<file path="src/rtl/traffic_phase_controller.sv">
// Two-road intersection light sequencer. Turns the divider's 1 Hz square wave
// into one-clock second ticks and steps a six-phase cycle timed in those ticks.
module traffic_phase_controller #(
  parameter int MAIN_GREEN_S = 10,
  parameter int SIDE_GREEN_S = 6,
  parameter int YELLOW_S     = 3,
  parameter int ALLRED_S     = 1,
  parameter int TIMER_W      = 8
) (
  input  logic               clk,
  input  logic               controller_reset,
  input  logic               Hz1_enable,
  input  logic               side_sensor,
  output logic [2:0]         main_lights,
  output logic [2:0]         side_lights,
  output logic [2:0]         phase,
  output logic               sec_tick,
  output logic [TIMER_W-1:0] time_left
);

  typedef enum logic [2:0] {
    MAIN_GREEN  = 3'd0,
    MAIN_YELLOW = 3'd1,
    ALLRED_A    = 3'd2,
    SIDE_GREEN  = 3'd3,
    SIDE_YELLOW = 3'd4,
    ALLRED_B    = 3'd5
  } state_t;

  localparam logic [TIMER_W-1:0] MAIN_GREEN_D = TIMER_W'(MAIN_GREEN_S);
  localparam logic [TIMER_W-1:0] SIDE_GREEN_D = TIMER_W'(SIDE_GREEN_S);
  localparam logic [TIMER_W-1:0] YELLOW_D     = TIMER_W'(YELLOW_S);
  localparam logic [TIMER_W-1:0] ALLRED_D     = TIMER_W'(ALLRED_S);
  localparam logic [TIMER_W-1:0] TIMER_ONE    = TIMER_W'(1);

  state_t               state_q, state_d;
  state_t               next_phase;
  logic [TIMER_W-1:0]   timer_q, timer_d;
  logic [TIMER_W-1:0]   next_dur;
  logic                 hz_prev_q;
  logic                 sec_tick_q;

  // hz_prev resets high so a reference already high at release is not a rising edge.
  always_ff @(posedge clk) begin
    if (controller_reset) begin
      hz_prev_q  <= 1'b1;
      sec_tick_q <= 1'b0;
      state_q    <= ALLRED_B;
      timer_q    <= ALLRED_D;
    end else begin
      hz_prev_q  <= Hz1_enable;
      sec_tick_q <= Hz1_enable & ~hz_prev_q;
      state_q    <= state_d;
      timer_q    <= timer_d;
    end
  end

  always_comb begin
    next_phase = ALLRED_B;
    next_dur   = ALLRED_D;
    case (state_q)
      MAIN_GREEN: begin
        next_phase = MAIN_YELLOW;
        next_dur   = YELLOW_D;
      end
      MAIN_YELLOW: begin
        next_phase = ALLRED_A;
        next_dur   = ALLRED_D;
      end
      ALLRED_A: begin
        next_phase = SIDE_GREEN;
        next_dur   = SIDE_GREEN_D;
      end
      SIDE_GREEN: begin
        next_phase = SIDE_YELLOW;
        next_dur   = YELLOW_D;
      end
      SIDE_YELLOW: begin
        next_phase = ALLRED_B;
        next_dur   = ALLRED_D;
      end
      ALLRED_B: begin
        next_phase = MAIN_GREEN;
        next_dur   = MAIN_GREEN_D;
      end
      default: begin
        next_phase = ALLRED_B;
        next_dur   = ALLRED_D;
      end
    endcase
  end

  // Timer counts down to 1 and the phase ends on the tick seen at 1; main green
  // parks at 1 until a tick arrives with a side vehicle waiting.
  always_comb begin
    state_d = state_q;
    timer_d = timer_q;
    if (state_q > ALLRED_B) begin
      state_d = ALLRED_B;
      timer_d = ALLRED_D;
    end else if (sec_tick_q) begin
      if (timer_q > TIMER_ONE) begin
        timer_d = timer_q - TIMER_ONE;
      end else if ((state_q == MAIN_GREEN) && !side_sensor) begin
        timer_d = TIMER_ONE;
      end else begin
        state_d = next_phase;
        timer_d = next_dur;
      end
    end
  end

  always_comb begin
    main_lights = 3'b100;
    side_lights = 3'b100;
    case (state_q)
      MAIN_GREEN:  main_lights = 3'b001;
      MAIN_YELLOW: main_lights = 3'b010;
      SIDE_GREEN:  side_lights = 3'b001;
      SIDE_YELLOW: side_lights = 3'b010;
      default: begin
        main_lights = 3'b100;
        side_lights = 3'b100;
      end
    endcase
  end

  assign phase     = state_q;
  assign sec_tick  = sec_tick_q;
  assign time_left = timer_q;

endmodule

</file>
<file path="config.mk">
export PLATFORM = sky130hd
export DESIGN_NAME = traffic_phase_controller
export DESIGN_NICKNAME = d
export VERILOG_FILES = /design/src/rtl/traffic_phase_controller.sv
export SDC_FILE = /design/constraint.sdc
export NUM_CORES = 1
export LEC_CHECK = 0
export ABC_AREA = 1
export CAP_MARGIN = 10
export CORE_MARGIN = 5
export CORE_UTILIZATION = 35
export DETAILED_ROUTE_END_ITERATION = 7
export PLACE_DENSITY = 0.66
export RECOVER_POWER = 100
export REMOVE_ABC_BUFFERS = 1
export SYNTH_ARGS = -nofsm -noshare
export SYNTH_HDL_FRONTEND = slang
export SYNTH_SLANG_ARGS = --single-unit
</file>
<file path="constraint.sdc">
create_clock -name clk -period 1.75 [get_ports clk]
set_input_delay 0.175 -clock clk [delete_from_list [all_inputs] [get_ports clk]]
set_output_delay 0.175 -clock clk [all_outputs]
set_load 0.02 [all_outputs]
</file>
==> flow_metrics.tcl <==
set metrics [dict create \
    worstHoldStart "hz_prev_q$_SDFF_PP1_" \
    gr-total-overflow 0 \
    core_area_sq_um 2020 \
    dr.pass1.iters 4 \
    yosys.area.top_type_share_pct 34.3 \
    ys_types 21 \
    max_slew_margin_pct 83.6 \
    place.gp.congestion 0.822 \
    ir_drop_mv 0.451 \
    num_io_pins 22 \
    fmax_mhz 618 \
    finalSetupTns_ns 0 \
    synthToLayoutAreaGrowth_pct 34.6 \
    critPathLaunchType "register" \
    critPathMaxFanout 8 \
    worst_pin_slew_ns 0.247 \
    drv_slew 0 \
    wl_microns 1690 \
    synth.most_common_cell "nand2_1" \
    power_uw 604 \
    vias 769 \
    post-place-ws_ns 0.237 \
    synth_area_leaders "dfxtp_1, nand2_1, nor2_1" \
    cts_root_buffer "clkbuf_4" \
    avgSynthCellArea_sq_um 6.55 \
    skew_ns 0.00621 \
    layout-drive-gt1-share_pct 9.86 \
    cts_tree "done" \
    cp_data_required_time_ns 1.57 \
    die_h_microns 56.6 \
    worstPathArrival_ns 1.44 \
    io_buffers 21 \
    ant_nets 0 \
    fin_crit_sh_pct 92.5 \
    cts.path.max_buffers 2 \
    p_per_area_nw_per_um2 591 \
    setup_violations 0 \
    yosysTopAreaCell "dfxtp_1" \
    status "finished clean" \
    clock-sinks 13 \
    rr_startpoint "time_left[0]$_SDFFE_PP1P_" \
    crit_type "register to primary output" \
    grt_max_degree 9 \
    drc 0 \
    die_area_sq_um 3200 \
    antenna_found_initial 0 \
    fin_ws_ns 0.131 \
    synth_ff_type "dfxtp_1" \
    post-dp-hpwl_microns 1340 \
    num_rows 16 \
    ys_warn_count 0 \
    ys_ff_latch 13 \
    cap_violations 0 \
    fin_area_sq_um 1020 \
    ctsHoldBuffers 0 \
    clk_pin_slew_worst_paths_ns 0.08 \
    n_fill_cell 211 \
    fin_nets 149 \
    placed_cell_area_sq_um 1010 \
    post_cts_resized 4 \
    wl_per_cell_microns 9.99 \
    cts_max_level 1 \
    ys_seq_area_share_pct 34.3 \
    first_iter_violations 9 \
    diodes 0 \
    grt_setup_unrepaired "no" \
    viasPerCell 4.55 \
    insertion_delay_ns 0.27 \
    p_leak_nw 0.519 \
    min_period_ns 1.62 \
    synth_area_sq_um 759 \
    cts_setup_buffers 0 \
    hold_ws_ns 0.391 \
    async_reset_ff_share_pct 0 \
    die_width_microns 56.6 \
    rrSetupSlack_ns 0.21 \
    grt_pass1_wl_microns 2880 \
    synth_common_cells "nand2_1, nor2_1, dfxtp_1" \
    hold_viol 0 \
    hold_class "register to register" \
    grt_pass1_vias 723 \
    track_usage_pct 11.0 \
    start_util_pct 37.6 \
    numCtsBuffers 3 \
    syn-instance-count 116 \
    crit_path_end_kind "primary output" \
    synth_edf_count 0 \
]
## cells in the final DEF, fill, tap and decap left out
master           netlist  routed
nand2_1               30      30
nor2_1                18      18
inv_1                 12      13
dlygate4sd3_1          0      13
dfxtp_1               13      12
nand3_1                7       8
o21ai_0                7       8
inv_2                  5       4
a21oi_1                4       4
dlygate4sd2_1          0       4
o21ai_1                4       3
clkbuf_4               0       3
clkdlybuf4s50_1        0       3
nor3_1                 2       2
nor2_2                 2       2
nand3b_1               2       2
ha_1                   2       2
clkbuf_1               0       2
nor2_4                 1       1
nand2_4                1       1
nor2_8                 1       1
nand4_1                1       1
and3_1                 1       1
xnor2_1                1       1
xor2_1                 1       1
dfxtp_2                0       1
buf_4                  0       1
## cell families (layout without fill, tap and decap cells)
kind of cell,count (synthesis),after routing,share of synthesized area (%)
buffers and inverters,17,43,8.40
adder cells (fa/ha/maj),2,2,3.29
AO/OA/AOI/OAI,15,15,9.88
AND/OR/NAND/NOR,67,67,41.8
flip-flops,13,13,34.3
XOR/XNOR,2,2,2.31
## metrics by stage
step	std cells	util [%]
floorplan	116	-
global placement	165	50.0
detailed placement	165	50.0
CTS	169	51.1
global route	169	50.6
finish	169	50.6
## sequential cells by signal, summed over array words and instances, names as in the netlist, named ones only
register,count
phase,2
hz_prev_q,1
sec_tick,1
time_left,8
## worst max-delay path: stages (launching register included)
cell,delay (ns)
dfxtp_1,0.41
inv_2,0.10
nand2_1,0.07
clkdlybuf4s50_1,0.60
## per-layer routing
| layer | wire length, microns | global-route usage, % | part of all wire, % |
|---|---|---|---|
| met1 | 824 | 13.8 | 49 |
| met2 | 702 | 16.8 | 42 |
| met3 | 139 | 4.36 | 8.2 |
| met4 | 21 | 4.07 | 1.2 |
| met5 | 0 | 0 | 0 |
## area by class of cell
class                           count  area, sq um  area share (%)
Multi-Input combinational cell     86          430            42.1
Timing Repair Buffer               22          206            20.2
Tap cell                           27         33.8            3.30
Sequential cell                    13          262            25.6
Inverter                           17         63.8            6.24
Clock buffer                        4         26.3            2.57
## worst paths after layout
path	depth (start not counted)	end
worst max-delay path	3	main_lights[2]
worst min-delay path	1	sec_tick$_SDFF_PP0_
worst max register to register	10	phase[0]$_SDFFE_PP1P_
worst min register to register	1	sec_tick$_SDFF_PP0_
## power by group
part	leakage, nW	internal, mW	switching, mW
clock network	0.0150	0.0883	0.0927
registers	0.106	0.304	0.00953
logic	0.398	0.0436	0.0660
(Power assumes the default switching activity.)
